==> src/rtl/block_allocator_if.sv <==
// Request/free/status bundle between a client and the block allocator.
// The client side is the master; the allocator is the slave.
interface block_allocator_if #(
  parameter int ADDR_W = 10,
  parameter int CNT_W  = 6
);
  logic              alloc_req;
  logic              alloc_busy;
  logic              alloc_done;
  logic              alloc_fail;
  logic [ADDR_W-1:0] alloc_addr;
  logic              free_req;
  logic [ADDR_W-1:0] free_addr;
  logic              free_err;
  logic [CNT_W-1:0]  free_count;
  logic              hdr_wren;
  logic [ADDR_W-1:0] hdr_addr;
  logic [31:0]       hdr_data;

  modport master (
    output alloc_req, free_req, free_addr,
    input  alloc_busy, alloc_done, alloc_fail, alloc_addr,
    input  free_err, free_count, hdr_wren, hdr_addr, hdr_data
  );

  modport slave (
    input  alloc_req, free_req, free_addr,
    output alloc_busy, alloc_done, alloc_fail, alloc_addr,
    output free_err, free_count, hdr_wren, hdr_addr, hdr_data
  );
endinterface

==> src/rtl/block_allocator.sv <==
// Fixed-size block allocator: used-bitmap with next-fit scan (one block per clock),
// validated frees, a free-block counter and a RAM header write strobe per grant.
module block_allocator #(
  parameter int NUM_BLOCKS   = 32,
  parameter int BLOCK_WORDS  = 32,
  parameter int ADDR_W       = 10,
  parameter int RESERVE_ZERO = 1
) (
  input  logic              clock,
  input  logic              resetn,
  block_allocator_if.slave  bus
);
  localparam int CNT_W = $clog2(NUM_BLOCKS + 1);
  localparam int IDX_W = (NUM_BLOCKS > 1) ? $clog2(NUM_BLOCKS) : 1;
  localparam int OFF_W = $clog2(BLOCK_WORDS);
  localparam logic [ADDR_W-1:0]     OFF_MASK  = ADDR_W'(BLOCK_WORDS - 1);
  localparam logic [NUM_BLOCKS-1:0] USED_RST  = NUM_BLOCKS'(RESERVE_ZERO != 0);
  localparam logic [IDX_W-1:0]      PTR_RST   = IDX_W'(RESERVE_ZERO != 0);
  localparam logic [CNT_W-1:0]      COUNT_RST = CNT_W'(NUM_BLOCKS - ((RESERVE_ZERO != 0) ? 1 : 0));

  typedef enum logic [1:0] {
    IDLE = 2'd0,
    SCAN = 2'd1,
    FAIL = 2'd2
  } state_t;

  state_t                state_q;
  logic [NUM_BLOCKS-1:0] used_q, used_d;
  logic [IDX_W-1:0]      ptr_q, ptr_nxt_s;
  logic [IDX_W-1:0]      scanned_q;
  logic [CNT_W-1:0]      count_q, count_d;
  logic [ADDR_W-1:0]     addr_q;
  logic                  busy_q, done_q, fail_q, ferr_q;
  logic                  grant_s, free_ok_s;
  logic [ADDR_W-1:0]     free_idx_full_s;
  logic [IDX_W-1:0]      free_idx_s;

  // Free validation, grant detection and next bitmap/counter; SCAN sees only the pre-edge bitmap.
  always_comb begin
    free_idx_full_s = bus.free_addr >> OFF_W;
    free_idx_s      = free_idx_full_s[IDX_W-1:0];
    if (ptr_q == IDX_W'(NUM_BLOCKS - 1)) begin
      ptr_nxt_s = '0;
    end else begin
      ptr_nxt_s = ptr_q + IDX_W'(1);
    end
    grant_s = (state_q == SCAN) && !used_q[ptr_q];
    if (bus.free_req && ((bus.free_addr & OFF_MASK) == '0) &&
        (32'(free_idx_full_s) < NUM_BLOCKS) && used_q[free_idx_s] &&
        !((RESERVE_ZERO != 0) && (free_idx_s == '0))) begin
      free_ok_s = 1'b1;
    end else begin
      free_ok_s = 1'b0;
    end
    used_d = used_q;
    if (free_ok_s) begin
      used_d[free_idx_s] = 1'b0;
    end else begin
      used_d[free_idx_s] = used_q[free_idx_s];
    end
    if (grant_s) begin
      used_d[ptr_q] = 1'b1;
    end else begin
      used_d[ptr_q] = used_d[ptr_q];
    end
    count_d = count_q + CNT_W'(free_ok_s) - CNT_W'(grant_s);
  end

  // Allocation FSM with all outputs registered alongside it.
  always_ff @(posedge clock or negedge resetn) begin
    if (!resetn) begin
      state_q   <= IDLE;
      used_q    <= USED_RST;
      ptr_q     <= PTR_RST;
      scanned_q <= '0;
      count_q   <= COUNT_RST;
      addr_q    <= '0;
      busy_q    <= 1'b0;
      done_q    <= 1'b0;
      fail_q    <= 1'b0;
      ferr_q    <= 1'b0;
    end else begin
      used_q  <= used_d;
      count_q <= count_d;
      ferr_q  <= bus.free_req && !free_ok_s;
      done_q  <= 1'b0;
      fail_q  <= 1'b0;
      case (state_q)
        IDLE: begin
          if (bus.alloc_req) begin
            busy_q <= 1'b1;
            if (count_q == '0) begin
              state_q <= FAIL;
            end else begin
              state_q   <= SCAN;
              scanned_q <= '0;
            end
          end else begin
            busy_q <= 1'b0;
          end
        end
        SCAN: begin
          ptr_q <= ptr_nxt_s;
          if (grant_s) begin
            addr_q  <= ADDR_W'(ptr_q) << OFF_W;
            done_q  <= 1'b1;
            busy_q  <= 1'b0;
            state_q <= IDLE;
          end else if (scanned_q == IDX_W'(NUM_BLOCKS - 1)) begin
            // Every block seen used; only reachable if the counter disagrees with the bitmap.
            state_q <= FAIL;
          end else begin
            scanned_q <= scanned_q + IDX_W'(1);
          end
        end
        FAIL: begin
          fail_q  <= 1'b1;
          busy_q  <= 1'b0;
          state_q <= IDLE;
        end
        default: begin
          busy_q  <= 1'b0;
          state_q <= IDLE;
        end
      endcase
    end
  end

  assign bus.alloc_busy = busy_q;
  assign bus.alloc_done = done_q;
  assign bus.alloc_fail = fail_q;
  assign bus.alloc_addr = addr_q;
  assign bus.free_err   = ferr_q;
  assign bus.free_count = count_q;
  assign bus.hdr_wren   = done_q;
  assign bus.hdr_addr   = addr_q;
  assign bus.hdr_data   = 32'h8000_0000;
endmodule
==> src/flat_wrapper.sv <==
// flat-port wrapper written by rule: the top's interface ports become plain ports
module block_allocator_flat 
#(
  parameter int NUM_BLOCKS   = 32,
  parameter int BLOCK_WORDS  = 32,
  parameter int ADDR_W       = 10,
  parameter int RESERVE_ZERO = 1
)
  (clock, resetn, bus_alloc_req, bus_free_req, bus_free_addr, bus_alloc_busy, bus_alloc_done, bus_alloc_fail, bus_alloc_addr, bus_free_err, bus_free_count, bus_hdr_wren, bus_hdr_addr, bus_hdr_data);
  block_allocator_if #(.ADDR_W(ADDR_W)) bus_i ();
  input  logic clock;
  input  logic resetn;
  input wire logic [$bits(bus_i.alloc_req)-1:0] bus_alloc_req;
  input wire logic [$bits(bus_i.free_req)-1:0] bus_free_req;
  input wire logic [$bits(bus_i.free_addr)-1:0] bus_free_addr;
  output wire logic [$bits(bus_i.alloc_busy)-1:0] bus_alloc_busy;
  output wire logic [$bits(bus_i.alloc_done)-1:0] bus_alloc_done;
  output wire logic [$bits(bus_i.alloc_fail)-1:0] bus_alloc_fail;
  output wire logic [$bits(bus_i.alloc_addr)-1:0] bus_alloc_addr;
  output wire logic [$bits(bus_i.free_err)-1:0] bus_free_err;
  output wire logic [$bits(bus_i.free_count)-1:0] bus_free_count;
  output wire logic [$bits(bus_i.hdr_wren)-1:0] bus_hdr_wren;
  output wire logic [$bits(bus_i.hdr_addr)-1:0] bus_hdr_addr;
  output wire logic [$bits(bus_i.hdr_data)-1:0] bus_hdr_data;
  assign bus_i.alloc_req = bus_alloc_req;
  assign bus_i.free_req = bus_free_req;
  assign bus_i.free_addr = bus_free_addr;
  assign bus_alloc_busy = bus_i.alloc_busy;
  assign bus_alloc_done = bus_i.alloc_done;
  assign bus_alloc_fail = bus_i.alloc_fail;
  assign bus_alloc_addr = bus_i.alloc_addr;
  assign bus_free_err = bus_i.free_err;
  assign bus_free_count = bus_i.free_count;
  assign bus_hdr_wren = bus_i.hdr_wren;
  assign bus_hdr_addr = bus_i.hdr_addr;
  assign bus_hdr_data = bus_i.hdr_data;
  block_allocator #(.NUM_BLOCKS(NUM_BLOCKS), .BLOCK_WORDS(BLOCK_WORDS), .ADDR_W(ADDR_W), .RESERVE_ZERO(RESERVE_ZERO)) u_core (.clock(clock), .resetn(resetn), .bus(bus_i));
endmodule
==> config.mk <==
export PLATFORM = sky130hd
export DESIGN_NAME = block_allocator_flat
export DESIGN_NICKNAME = d
export VERILOG_FILES = /design/src/rtl/block_allocator_if.sv /design/src/rtl/block_allocator.sv /design/src/flat_wrapper.sv
export SDC_FILE = /design/constraint.sdc
export NUM_CORES = 1
export LEC_CHECK = 0
export ABC_CLOCK_PERIOD_IN_PS = 4700
export BUFFER_PORTS_ARGS = -buffer_cell sky130_fd_sc_hd__buf_2
export CORE_AREA = 2 2 96 98
export CTS_BUF_LIST = sky130_fd_sc_hd__clkbuf_8
export CTS_CLUSTER_SIZE = 12
export DETAILED_ROUTE_END_ITERATION = 10
export DIE_AREA = 0 0 98 100
export HOLD_SLACK_MARGIN = 0.03
export PLACE_DENSITY = 0.83
export SYNTH_ARGS = -nofsm -noshare
export SYNTH_HDL_FRONTEND = slang
export SYNTH_SLANG_ARGS = --single-unit
==> constraint.sdc <==
create_clock -name clock -period 4.7 [get_ports clock]
set_input_delay 0.235 -clock clock [delete_from_list [all_inputs] [get_ports clock]]
set_output_delay 0.235 -clock clock [all_outputs]
set_load 0.05 [all_outputs]
=== Word level (Yosys, flattened, before mapping) ===
Cells that the tools add are included.

* Flip-flop bits (word level): 59
* Input bits: 14
* Output and inout port bits: 63
* Logic and storage cells: 83

* Add/subtract/negate cells: 4
* Order comparisons: 5
* Equal/unequal tests: 10
* Muxes and demuxes: 32
* Bitwise operators: 3
* Reduce and logical (&&, ||, !) cells: 19

{| class="wikitable"
|+ Operators by type and width
! kind !! number
|-
| bitwise mux 32 bit || 2
|-
| 2-to-1 mux 32 bit || 2
|-
| bitwise AND 32 bit || 1
|-
| NOT 32 bit || 1
|-
| bitwise OR 32 bit || 1
|-
| 2-to-1 mux 5 bit || 5
|-
| < comparator 5 x 6 -> 1 bit (second input constant) || 3
|-
| binary-select mux 1 bit (select 5 bit) || 3
|-
| 2-to-1 mux 1 bit || 11
|-
| adder 5 x 1 -> 5 bit (second input constant) || 2
|-
| demux 1 bit (select 5 bit) || 2
|-
| equality test 5 bit (second input constant) || 2
|-
| >= comparator 5 x 1 -> 1 bit (second input constant) || 2
|-
| zero test 10 bit || 1
|-
| case mux 5 bit (2 select lines) || 1
|-
| logical AND 1 bit || 8
|-
| 2-to-1 mux 2 bit || 4
|-
| inequality test 2 bit (second input constant) || 4
|-
| adder 6 x 1 -> 6 bit || 1
|-
| zero test 6 bit || 1
|-
| subtractor 6 x 1 -> 6 bit || 1
|-
| zero test 5 bit || 1
|-
| AND reduction 5 bit || 1
|-
| case mux 2 bit (2 select lines) || 1
|-
| other kinds (9) || 12
|}

=== Longest topological paths before layout ===
Gate-level depths: netlist (run 1).

* Word-level depth: 11
* Depth in mapped cells: 15
* Depth with buffers taken out: 13

=== Least setup slack after synthesis (run 1) ===
OpenSTA, ideal clock, no wires.

* Path kind: flip-flop to flip-flop
* Start: register u_core.ptr_q[0]
* End: register u_core.count_q[5] (netlist: u_core.bus.free_count[5])
* Library setup time: 0.079 ns
* Arrival: 3.322 ns
* Required time: 4.621 ns
* Slack: 1.298 ns
* Stages on the path, launching flop included: 15
* Path buffers: 1
* Clock period less this slack: 3.402 ns
* Cell sequence: dfstp_2 clkbuf_1 mux4_2 nand2_1 nor4b_1 nand2_1 nor2_1 ha_1 inv_1 ha_1 a21o_1 a21oi_1 o21bai_1 a21oi_1 xor2_1

* Word-level cells in the longest chain between the ends: 5

{| class="wikitable"
|+ RTL lines
! item !! line !! text
|-
| from (decl) || block_allocator.sv:29 || <nowiki>logic [IDX_W-1:0] ptr_q, ptr_nxt_s;</nowiki>
|-
| from (signal assigned) || block_allocator.sv:103 || <nowiki>ptr_q <= ptr_nxt_s;</nowiki>
|-
| binary-select mux 1 bit (select 5 bit) || block_allocator.sv:47 || <nowiki>grant_s = (state_q == SCAN) && !used_q[ptr_q];</nowiki>
|-
| 2-to-1 mux 1 bit (implied by the code) || block_allocator.sv:47 ||
|-
| zero test 1 bit || block_allocator.sv:47 ||
|-
| logical AND 1 bit || block_allocator.sv:47 ||
|-
| subtractor 6 x 1 -> 6 bit || block_allocator.sv:66 || <nowiki>count_d = count_q + CNT_W'(free_ok_s) - CNT_W'(grant_s);</nowiki>
|-
| named net u_core.count_d[5] || block_allocator.sv:31 || <nowiki>logic [CNT_W-1:0] count_q, count_d;</nowiki>
|-
| to (signal assigned) || block_allocator.sv:84 || <nowiki>count_q <= count_d;</nowiki>
|-
| to (decl) || block_allocator.sv:31 ||
|}

The timed path passes the listed nets, and every way through them passes these cells. The select of a mux whose other input is x is not followed.
A chain may end at the register's enable or synchronous reset.

=== Worst setup path after layout (run 1) ===
Same ends and word-level chain as after synthesis.

==> flow_summary.json, run 1 <==
{
  "insertion_delay_ns": 0.36,
  "final-max-slew-violation-count": 0,
  "detail_route.drc_violations": 0,
  "globalplace.congestion": 1.01,
  "antenna_left": 0,
  "pin_count_of_the_biggest_net_entering_global_routing": 60,
  "cts_tree": "built",
  "numPortBuffers": 34,
  "min_setup_slack_post_route_ns": 0.802,
  "fin_area_sq_um": 5270,
  "worst_ep_arrival_time_ns": 4.17,
  "synth_top_area_cell": "sky130_fd_sc_hd__dfrtp_1",
  "critPathLaunchType": "flip-flop",
  "rsz0062_at_grt": "no",
  "worst-path-max-fanout": 27,
  "max_clock_freq_ghz": 0.257,
  "timing_hold_violations_final": 0,
  "wl_per_cell_microns": 20.5,
  "design_power_total_mw": 4.09,
  "placement.setup.worst_slack_ns": 0.925,
  "netlist_instances": 588,
  "netlist_top_cells_area": "sky130_fd_sc_hd__dfrtp_1, sky130_fd_sc_hd__buf_4, sky130_fd_sc_hd__mux2i_1",
  "async_reset_ff_share_pct": 100,
  "route.detailed.vias_per_inst": 6.65,
  "finish.utilization_pct": 59.3,
  "detailedRoute.firstIterationViolations": 509,
  "peakVddDrop_uv": 551,
  "status": "finished, final reports clean",
  "cellPowerDensity_nw_per_um2": 777,
  "post_dp_cell_area_sq_um": 5050,
  "syn-mean-instance-area_sq_um": 8.66,
  "sequential_fraction_of_the_synthesis_area_pct": 29.2,
  "fin_setup_tns_ns": 0,
  "global_route_wire_length_before_repair_microns": 23900,
  "cts.repair.resized": 0,
  "antenna_found_initial": 0,
  "chipWidth_microns": 98,
  "setup.worst_path.class": "flip-flop to flip-flop",
  "whs_ns": 0.0203,
  "fillers": 792,
  "antenna_cells": 0,
  "postCtsHoldBufs": 0,
  "clk_transition_reported_paths_ns": 0.09,
  "max_slew.worst_pin.slew_ns": 0.927,
  "cts.root.buffer_cell": "sky130_fd_sc_hd__clkbuf_8",
  "synth-main-ff-cell": "sky130_fd_sc_hd__dfrtp_1",
  "initial_core_util_pct": 57.3,
  "cts_inserted_buffers": 9,
  "required_ns": 4.97,
  "relSlewSlack_pct": 38.2,
  "hold_class": "input port to asynchronous set/reset pin",
  "clock_skew_ns": 0.0160,
  "post_cts_setup_buffer_count": 0,
  "yosysWarnings": 0,
  "mappedNetlistArea_sq_um": 5090,
  "p_leak_nw": 2.25,
  "drive_above_1_share_pct": 17.6,
  "ios": 77,
  "dp.cells": 690,
  "synth.ff_latch_count": 59,
  "period_share_pct": 82.9,
  "largest_buffer_count_on_any_clock_path": 2,
  "synth_cell_type_count": 83,
  "finalCriticalPeriod_ns": 3.90,
  "globalRouteOverflowTotal": 0,
  "yosysTopAreaCellShare_pct": 25.5,
  "placement_rows": 35,
  "worstSetupEndpointType": "flip-flop",
  "first_pass_iters": 5,
  "hpwl_microns": 9890,
  "core_region_area_sq_um": 8890,
  "synth-edff-count": 0,
  "die_y_microns": 100,
  "track_usage_pct": 30.5,
  "setup.reg_to_reg.worst_slack_ns": 0.80,
  "tritoncts_num_sinks": 59,
  "die_area_sq_um": 9800,
  "finish.net_count": 620,
  "max_cap_violations": 0,
  "report.final.setup_viol": 0,
  "via_count": 4693,
  "fin_cells": 706,
  "number_of_levels_the_h_tree_was_split_into": 3,
  "totalWireLength_microns": 14500,
  "number_of_global_route_vias_before_repair": 4558,
  "layout-area-overhead-vs-synth_pct": 3.39
}
==> power by group <==
group	leakage (nW)	internal (mW)	switching, mW
clock network	0.113	0.297	0.237
logic	1.43	0.876	1.56
registers	0.704	0.769	0.355
total	2.25	1.94	2.15
==> critical path, stage by stage (launching register included) <==
cell and delay [ns]:
sky130_fd_sc_hd__dfstp_2 0.91, sky130_fd_sc_hd__mux4_2 0.59, sky130_fd_sc_hd__nand2_1 0.17, sky130_fd_sc_hd__nor4b_1 0.29, sky130_fd_sc_hd__nand2_1 0.29, sky130_fd_sc_hd__nor2_1 0.22
sky130_fd_sc_hd__ha_1 0.18, sky130_fd_sc_hd__inv_1 0.07, sky130_fd_sc_hd__ha_1 0.27, sky130_fd_sc_hd__a21o_1 0.16, sky130_fd_sc_hd__a21oi_1 0.22, sky130_fd_sc_hd__o21bai_1 0.09
sky130_fd_sc_hd__a21oi_1 0.18, sky130_fd_sc_hd__xor2_1 0.16
==> cell usage after synthesis (6+ instances only) <==
cell type and n:
sky130_fd_sc_hd__dfstp_2 7, sky130_fd_sc_hd__buf_2 9, sky130_fd_sc_hd__o32ai_1 6, sky130_fd_sc_hd__a21oi_1 24
sky130_fd_sc_hd__nand3b_1 7, sky130_fd_sc_hd__clkbuf_1 28, sky130_fd_sc_hd__nor3_1 8, sky130_fd_sc_hd__or2_2 8
sky130_fd_sc_hd__dfrtp_1 52, sky130_fd_sc_hd__mux2i_1 20, sky130_fd_sc_hd__o211ai_1 6, sky130_fd_sc_hd__ha_1 15
sky130_fd_sc_hd__mux2_2 13, sky130_fd_sc_hd__inv_1 13, sky130_fd_sc_hd__nand2b_1 15, sky130_fd_sc_hd__a31oi_1 23
sky130_fd_sc_hd__o2111ai_1 6, sky130_fd_sc_hd__nand3_1 10, sky130_fd_sc_hd__buf_4 48, sky130_fd_sc_hd__a221oi_1 7
sky130_fd_sc_hd__o21ai_0 28, sky130_fd_sc_hd__nor2b_1 10, sky130_fd_sc_hd__nand2_1 49, sky130_fd_sc_hd__nor2_1 46
sky130_fd_sc_hd__o31ai_1 9
==> sequential cells by signal, summed over array words and instances, names as in the netlist <==
name and cells:
u_core.bus.alloc_addr 5, u_core.bus.alloc_busy 1, u_core.state_q 2, u_core.used_q 32
u_core.bus.free_err 1, u_core.bus.alloc_fail 1, u_core.bus.free_count 6, u_core.scanned_q 5
u_core.bus.alloc_done 1, u_core.ptr_q 5
==> cells by family after synthesis <==
group | after synthesis | share of synthesized area, %
AND/OR/NAND/NOR | 198 | 21.4
AO/OA/AOI/OAI | 162 | 22.8
buffers and inverters | 107 | 12.4
flip-flops | 59 | 29.2
multiplexers | 39 | 9.23
adder cells (fa/ha/maj) | 16 | 4.08
XOR/XNOR | 5 | 0.860
other | 2 | 0.147
==> placed cells by master, fill, tap and decap left out, types with 7 or more instances in the layout <==
cell type                  synthesis  layout
sky130_fd_sc_hd__dfrtp_1          52      52
sky130_fd_sc_hd__nand2_1          49      49
sky130_fd_sc_hd__nor2_1           46      46
sky130_fd_sc_hd__conb_1            2      42
sky130_fd_sc_hd__buf_2             9      34
sky130_fd_sc_hd__o21ai_0          28      28
sky130_fd_sc_hd__a21oi_1          24      24
sky130_fd_sc_hd__a31oi_1          23      23
sky130_fd_sc_hd__mux2i_1          20      20
sky130_fd_sc_hd__nand2b_1         15      15
sky130_fd_sc_hd__ha_1             15      15
sky130_fd_sc_hd__inv_1            13      13
sky130_fd_sc_hd__mux2_2           13      13
sky130_fd_sc_hd__nand3_1          10      10
sky130_fd_sc_hd__nor2b_1          10      10
sky130_fd_sc_hd__buf_4            48      10
sky130_fd_sc_hd__o31ai_1           9       9
sky130_fd_sc_hd__clkbuf_8          0       9
sky130_fd_sc_hd__or2_2             8       8
sky130_fd_sc_hd__nor3_1            8       8
sky130_fd_sc_hd__nand3b_1          7       7
sky130_fd_sc_hd__a221oi_1          7       7
sky130_fd_sc_hd__dfstp_2           7       7
==> worst paths after layout <==
| kind | start | to | depth (start not counted) |
|---|---|---|---|
| setup / recovery | u_core.ptr_q[0] | u_core.bus.free_count[5] | 13 |
| hold / removal | resetn | u_core.used_q[21] | 2 |
| setup reg to reg | u_core.ptr_q[0] | u_core.bus.free_count[5] | 13 |
| hold reg to reg | u_core.state_q[1] | u_core.state_q[1] | 1 |
| max in group asynchronous | resetn | u_core.state_q[1] | 2 |
| min in group clock | bus_free_req | u_core.bus.free_err | 2 |
==> metal layers <==
layer	vias to the layer above	global-route usage [%]	wire [microns]
met4	0	14.3	616
met5	-	0	0
met1	2248	39.8	5840
met2	296	48.8	6790
met3	60	6.27	1260
li1	2089	-	-
==> cell type report <==
| type | instances | area (sq um) | area share, % |
|---|---|---|---|
| sequential | 59 | 1490 | 28.2 |
| timing repair buffer | 44 | 245 | 4.66 |
| multi-input combinational | 462 | 3130 | 59.4 |
| tap | 111 | 139 | 2.64 |
| clock buffer | 9 | 124 | 2.35 |
| inverter | 14 | 52.6 | 0.998 |
| clock inverter | 7 | 92.6 | 1.76 |
Power figures use the tool's default switching activity.
==> run 2: changes to the inputs <==
--- a/config.mk
+++ b/config.mk
@@ -5,15 +5,16 @@
 export SDC_FILE = /design/constraint.sdc
 export NUM_CORES = 1
 export LEC_CHECK = 0
-export ABC_CLOCK_PERIOD_IN_PS = 4700
+export ABC_AREA = 1
+export ABC_CLOCK_PERIOD_IN_PS = 3900
 export BUFFER_PORTS_ARGS = -buffer_cell sky130_fd_sc_hd__buf_2
-export CORE_AREA = 2 2 96 98
+export CORE_AREA = 2 2 98 100
 export CTS_BUF_LIST = sky130_fd_sc_hd__clkbuf_8
 export CTS_CLUSTER_SIZE = 12
 export DETAILED_ROUTE_END_ITERATION = 10
-export DIE_AREA = 0 0 98 100
+export DIE_AREA = 0 0 100 102
 export HOLD_SLACK_MARGIN = 0.03
-export PLACE_DENSITY = 0.83
+export PLACE_DENSITY = 0.82
 export SYNTH_ARGS = -nofsm -noshare
 export SYNTH_HDL_FRONTEND = slang
 export SYNTH_SLANG_ARGS = --single-unit
==> constraint.sdc (replaced) <==
create_clock -name clock -period 3.9 [get_ports clock]
set_input_delay 0.195 -clock clock [delete_from_list [all_inputs] [get_ports clock]]
set_output_delay 0.195 -clock clock [all_outputs]
set_load 0.05 [all_outputs]
==> run 2 against run 1 <==
  * Utilization up 0.97 points
  * Global-route usage down 0.79 points
  * Critical path type unchanged
  * Combinational power up 19%
  * Largest power group unchanged
  * Sequential power up 4%
  * Maximum frequency up 21%
  * Largest cell class unchanged
==> flow_summary.json, run 2 <==
{
  "status": "finished, final reports clean",
  "detail_route.drc_violations": 0,
  "wl_met1_microns": 5790,
  "top_signal_layer_used": "met4",
  "crit_start": "u_core.ptr_q[1]",
  "fin_cells": 989,
  "max_cap_violations": 0,
  "timing_hold_violations_final": 0,
  "synth.ff_latch_count": 59,
  "cts_tree": "built",
  "core_region_area_sq_um": 9110,
  "setup.worst_path.class": "flip-flop to flip-flop",
  "synth_common_cells": "sky130_fd_sc_hd__nand2_1, sky130_fd_sc_hd__inv_1, sky130_fd_sc_hd__nor2_1, sky130_fd_sc_hd__nand3_1, sky130_fd_sc_hd__o21ai_0",
  "synth_most_common_cell": "sky130_fd_sc_hd__nand2_1",
  "whs_ns": 0.0745,
  "detailedRoute.firstIterationViolations": 656,
  "tritoncts_num_sinks": 59,
  "ios": 77,
  "most-common-layout-cells": "sky130_fd_sc_hd__nand2_1, sky130_fd_sc_hd__inv_1, sky130_fd_sc_hd__nor2_1",
  "worstSetupEndpointType": "flip-flop",
  "totalWireLength_microns": 14200,
  "yosysTopAreaCellShare_pct": 24.8,
  "mappedNetlistArea_sq_um": 5250,
  "met2RoutedLength_microns": 6430,
  "slowest_delay_ns": 0.51,
  "p_leak_nw": 3.20,
  "required_ns": 4.17,
  "wl_met3_microns": 1530,
  "globalRouteOverflowTotal": 0,
  "initial_core_util_pct": 57.7,
  "dp.cells": 972,
  "chipWidth_microns": 100,
  "layout-area-overhead-vs-synth_pct": 4.41,
  "antenna_found_initial": 0,
  "hpwl_microns": 9870,
  "syn-mean-instance-area_sq_um": 6.14,
  "cts.repair.resized": 0,
  "hold_class": "input port to flip-flop",
  "min_setup_slack_post_route_ns": 0.669,
  "number_of_global_route_vias_before_repair": 4936,
  "critPathLaunchType": "flip-flop",
  "multi_input_area_sq_um": 2900,
  "drive_above_1_share_pct": 10.4,
  "hold_start": "bus_free_req",
  "synth-main-ff-cell": "sky130_fd_sc_hd__dfrtp_1",
  "sequential_fraction_of_the_synthesis_area_pct": 28.3,
  "postCtsHoldBufs": 1,
  "crit_chain": "nand2_1 -> inv_1 -> a22oi_1 -> a21oi_1 -> a21o_1 -> nor2_1 -> nand3_1 -> inv_1 -> ha_1 -> inv_1 -> ha_1 -> fa_1 -> a21oi_1 -> o21ai_0 -> xor2_1",
  "global_route_wire_length_before_repair_microns": 23800,
  "yosysWarnings": 0,
  "synth_cell_type_count": 34,
  "clk_transition_reported_paths_ns": 0.08,
  "cts.root.buffer_cell": "sky130_fd_sc_hd__clkbuf_8",
  "post_cts_setup_buffer_count": 0,
  "placement_rows": 35,
  "final-max-slew-violation-count": 0,
  "most_frequent_standard_cell_in_the_layout_excluding_fill_and_tap_cells": "sky130_fd_sc_hd__nand2_1",
  "peakVddDrop_uv": 456,
  "fin_setup_tns_ns": 0,
  "die_area_sq_um": 10200,
  "netlist_instances": 856,
  "rsz0062_at_grt": "no",
  "critical_register_to_register_path_startpoint": "u_core.ptr_q[1]",
  "first_pass_iters": 6,
  "placement.setup.worst_slack_ns": 0.752,
  "cellPowerDensity_nw_per_um2": 844,
  "sequential_cell_area_sq_um": 1490,
  "antenna_cells": 0,
  "numPortBuffers": 34,
  "cell_with_the_most_instances_on_the_worst_path": "sky130_fd_sc_hd__inv_1",
  "max_flop_register": "u_core.used_q",
  "design_power_total_mw": 4.63,
  "track_usage_pct": 29.7,
  "via_count": 5348,
  "die_y_microns": 102,
  "antenna_left": 0,
  "fillers": 885,
  "netlist_top_cells_area": "sky130_fd_sc_hd__dfrtp_1, sky130_fd_sc_hd__nand2_1, sky130_fd_sc_hd__inv_1",
  "finish.net_count": 903,
  "largest_reg_flops": 32,
  "async_reset_ff_share_pct": 100,
  "insertion_delay_ns": 0.35,
  "largest_buffer_count_on_any_clock_path": 2,
  "worst-path-max-fanout": 15,
  "cts_inserted_buffers": 9,
  "synth_top_area_cell": "sky130_fd_sc_hd__dfrtp_1",
  "relSlewSlack_pct": 42.5,
  "globalplace.congestion": 0.986,
  "report.final.setup_viol": 0,
  "clock_skew_ns": 0.0137,
  "period_share_pct": 82.8,
  "worst_ep_arrival_time_ns": 3.50,
  "wl_per_cell_microns": 14.3,
  "critical-path-slowest-cell": "sky130_fd_sc_hd__dfrtp_1",
  "max_clock_freq_ghz": 0.310,
  "finalCriticalPeriod_ns": 3.23,
  "route.detailed.vias_per_inst": 5.41,
  "number_of_levels_the_h_tree_was_split_into": 3,
  "pin_count_of_the_biggest_net_entering_global_routing": 45,
  "max_slew.worst_pin.slew_ns": 0.863,
  "synth-edff-count": 0
}
==> run 2: area by class of cell <==
| cell class | instances | share of cell area, % |
|---|---|---|
| timing repair buffer | 46 | 4.79 |
| inverter | 135 | 9.24 |
| multi-input combinational | 622 | 52.8 |
| sequential | 59 | 27.1 |
| tap | 111 | 2.53 |
| clock inverter | 7 | 1.28 |
| clock buffer | 9 | 2.26 |
==> run 2: through the flow <==
stage / util, % / instance area, sq um
finish: 60.2 / 5490
global route: 60.2 / 5490
CTS: 60.2 / 5490
detailed placement: 58.0 / 5280
global placement: 58.0 / 5280
floorplan: - / 5400
==> run 2: cells by family (layout without fill, tap and decap cells) <==
family                     count (synthesis)  count (layout)  synth area share [%]
other                                      2              42                 0.143
adders and majority gates                 16              16                  3.95
xor gates and xnor gates                   5               5                 0.833
buffers and inverters                    215             197                  19.4
AOI/OAI and AO/OA                         96              96                  9.98
DFF                                       59              59                  28.3
and+or+nand+nor                          463             463                  37.4
==> run 2: worst paths after layout <==
check | end | depth (start not counted) | slack [ns]
worst max-delay path | u_core.bus.free_count[4] | 15 | 0.67
worst min-delay path | u_core.bus.free_err | 3 | 0.07
worst max register to register | u_core.bus.free_count[4] | 15 | 0.67
worst min register to register | u_core.bus.alloc_fail | 1 | 0.47
max in group asynchronous | u_core.used_q[0] | 3 | 2.48
min in group asynchronous | u_core.scanned_q[0] | 2 | 0.49
==> run 2: power by group <==
group	internal [mW]	total, mW	switching [mW]
logic	0.848	2.90	2.05
registers	0.919	1.17	0.249
clock network	0.293	0.565	0.271
==> run 2: metal layers <==
metal	track usage [%]	vias up
met5	0	-
met4	12.3	0
met3	6.77	35
met2	49.5	331
met1	37.5	2379
li1	-	2603
==> run 2: worst max-delay path, delay by kind of cell, from the launching register on <==
family                   cells  cell delay, ns
XOR/XNOR                     1            0.15
AO/OA/AOI/OAI                5            0.77
buffers and inverters        3            0.55
AND/OR/NAND/NOR              3            0.29
flip-flops                   1            0.51
adder cells (fa/ha/maj)      3            0.88
==> run 3: changes to the inputs <==
--- a/config.mk
+++ b/config.mk
@@ -6,7 +6,7 @@
 export NUM_CORES = 1
 export LEC_CHECK = 0
 export ABC_AREA = 1
-export ABC_CLOCK_PERIOD_IN_PS = 3900
+export ABC_CLOCK_PERIOD_IN_PS = 3000
 export BUFFER_PORTS_ARGS = -buffer_cell sky130_fd_sc_hd__buf_2
 export CORE_AREA = 2 2 98 100
 export CTS_BUF_LIST = sky130_fd_sc_hd__clkbuf_8
==> constraint.sdc (replaced) <==
create_clock -name clock -period 3 [get_ports clock]
set_input_delay 0.15 -clock clock [delete_from_list [all_inputs] [get_ports clock]]
set_output_delay 0.15 -clock clock [all_outputs]
set_load 0.05 [all_outputs]
==> run 3 against run 2 <==
  * Non-clock buffer count grew 12
  * Register-to-register slack worse by 0.57 ns
  * Setup slack got worse by 0.57 ns
  * First-iteration DRC count decreased by 34%
  * Critical endpoint is now u_core.bus.free_count[5]
  * Clock power up 46%
  * Total power grew 39%
==> flow_summary.json, run 3 (synthesis gave the netlist of run 2 again) <==
{
  "track_usage_pct": 30.9,
  "worstSetupEndpointType": "flip-flop",
  "chipWidth_microns": 100,
  "drive_above_1_share_pct": 13.3,
  "number_of_levels_the_h_tree_was_split_into": 3,
  "report.final.setup_viol": 0,
  "critPathLaunchType": "flip-flop",
  "antenna_found_initial": 0,
  "clk_transition_reported_paths_ns": 0.08,
  "required_ns": 3.28,
  "tritoncts_num_sinks": 59,
  "setup.worst_path.class": "flip-flop to flip-flop",
  "finalCriticalPeriod_ns": 2.90,
  "antenna_left": 0,
  "relSlewSlack_pct": 52.7,
  "ios": 77,
  "cellPowerDensity_nw_per_um2": 1130,
  "detailedRoute.firstIterationViolations": 431,
  "layout-area-overhead-vs-synth_pct": 8.22,
  "finish.net_count": 915,
  "final-max-slew-violation-count": 0,
  "period_share_pct": 96.8,
  "pin_count_of_the_biggest_net_entering_global_routing": 45,
  "status": "finished, final reports clean",
  "core_region_area_sq_um": 9110,
  "first_pass_iters": 6,
  "via_count": 5449,
  "timing_hold_violations_final": 0,
  "die_y_microns": 102,
  "die_area_sq_um": 10200,
  "max_slew.worst_pin.slew_ns": 0.709,
  "max_clock_freq_ghz": 0.344,
  "most_frequent_standard_cell_in_the_layout_excluding_fill_and_tap_cells": "sky130_fd_sc_hd__nand2_1",
  "fin_setup_tns_ns": 0,
  "clock_skew_ns": 0.00758,
  "detail_route.drc_violations": 0,
  "placement_rows": 35,
  "totalWireLength_microns": 15100,
  "insertion_delay_ns": 0.35,
  "max_flop_register": "u_core.used_q",
  "hpwl_microns": 10800,
  "globalplace.congestion": 0.977,
  "hold_class": "input port to flip-flop",
  "worst_ep_arrival_time_ns": 3.19,
  "wl_per_cell_microns": 15.1,
  "cts_tree": "built",
  "largest_buffer_count_on_any_clock_path": 2,
  "peakVddDrop_uv": 648,
  "global_route_wire_length_before_repair_microns": 24500,
  "antenna_cells": 0,
  "p_leak_nw": 3.28,
  "whs_ns": 0.0436,
  "number_of_global_route_vias_before_repair": 4920,
  "finish.utilization_pct": 62.4,
  "cts_inserted_buffers": 9,
  "numPortBuffers": 34,
  "largest_reg_flops": 32,
  "worst-path-max-fanout": 13,
  "route.detailed.vias_per_inst": 5.44,
  "globalRouteOverflowTotal": 0,
  "cts.root.buffer_cell": "sky130_fd_sc_hd__clkbuf_8",
  "initial_core_util_pct": 57.7,
  "most-common-layout-cells": "sky130_fd_sc_hd__nand2_1, sky130_fd_sc_hd__inv_1, sky130_fd_sc_hd__nor2_1",
  "max_cap_violations": 0
}
-- run 3: cell count changes in the layout (fill, tap and decap cells not counted), moves of 2 or more --
cell	before	now
sky130_fd_sc_hd__a21oi_1	17	14
sky130_fd_sc_hd__a21oi_2	0	3
sky130_fd_sc_hd__a22oi_1	6	4
sky130_fd_sc_hd__a22oi_2	0	2
sky130_fd_sc_hd__buf_12	0	2
sky130_fd_sc_hd__buf_4	11	19
sky130_fd_sc_hd__clkinv_4	0	2
sky130_fd_sc_hd__clkinvlp_4	3	1
sky130_fd_sc_hd__inv_1	131	128
sky130_fd_sc_hd__inv_4	0	2
sky130_fd_sc_hd__nor2_1	97	95
sky130_fd_sc_hd__nor2_2	3	5
sky130_fd_sc_hd__o21ai_0	59	55
sky130_fd_sc_hd__o21ai_1	3	7
-- run 3: path summary, 6_finish.rpt --
check                             startpoint                        to  slack, ns  depth (start not counted)
setup / recovery             u_core.ptr_q[0]  u_core.bus.free_count[5]        0.1                         18
hold / removal                 bus_alloc_req     u_core.bus.alloc_busy       0.04                          3
setup reg to reg             u_core.ptr_q[0]  u_core.bus.free_count[5]        0.1                         18
hold reg to reg            u_core.state_q[0]     u_core.bus.alloc_fail       0.45                          1
max in group asynchronous             resetn          u_core.used_q[0]       1.71                          3
min in group asynchronous             resetn       u_core.scanned_q[0]       0.39                          2
-- run 3: area by class of cell --
type                            count  area [sq um]
Timing Repair Buffer               58           388
Inverter                          135           512
Tap cell                          111           139
Fill cell                         878          3420
Sequential cell                    59          1490
Clock inverter                      7          93.8
Multi-Input combinational cell    622          2940
Clock buffer                        9           124
-- run 3: power breakdown --
group,switching (mW),leakage (nW),total (mW),internal [mW]
logic,2.79,2.45,4.05,1.27
registers,0.351,0.720,1.55,1.20
clock network,0.359,0.111,0.825,0.466
total,3.50,3.28,6.42,2.93
-- run 3: timing repair --
item / in CTS / in global routing
hold buffers: 2 / 0
endpoints found under the setup margin: 0 / 2
endpoints found under the hold margin: 30 / 0
resized for setup: 0 / 16
buffers inserted: 0 / 1
-- run 3: metrics by stage --
step / cell area, sq um / instances / total power, mW / setup slack [ns]
after global routing: 5690 / 1001 / 6.90 / -0.0660
after floorplan: 5450 / 896 / 4.48 / 0.00474
final: 5690 / 1001 / 6.42 / 0.0964
after detailed placement: 5400 / 982 / 5.42 / 0.111
after CTS: 5640 / 1000 / 6.26 / 0.0618
after global placement: 5400 / 982 / 5.34 / 0.177
-- run 3: worst max-delay path: stages, from the launching register on --
cell                      delay [ns]
sky130_fd_sc_hd__dfstp_2        0.58
sky130_fd_sc_hd__inv_4          0.06
sky130_fd_sc_hd__nand2_2        0.08
sky130_fd_sc_hd__inv_4          0.09
sky130_fd_sc_hd__a22oi_1        0.14
sky130_fd_sc_hd__o21ai_0        0.10
sky130_fd_sc_hd__a22o_1         0.19
sky130_fd_sc_hd__nor2_2         0.12
sky130_fd_sc_hd__nand3_2        0.12
sky130_fd_sc_hd__inv_1          0.09
sky130_fd_sc_hd__ha_1           0.15
sky130_fd_sc_hd__inv_1          0.07
sky130_fd_sc_hd__ha_1           0.18
sky130_fd_sc_hd__a21oi_1        0.16
sky130_fd_sc_hd__inv_1          0.07
sky130_fd_sc_hd__a31oi_2        0.20
sky130_fd_sc_hd__o21ai_1        0.11
sky130_fd_sc_hd__a21oi_2        0.17
sky130_fd_sc_hd__xor2_1         0.14
-- run 3: per-layer routing --
layer | up-vias | track usage, % | wire length [microns]
li1 | 2627 | - | -
met1 | 2420 | 40.0 | 6040
met2 | 337 | 49.4 | 6850
met3 | 65 | 5.06 | 1460
met4 | 0 | 17.6 | 764
met5 | - | 0 | 0
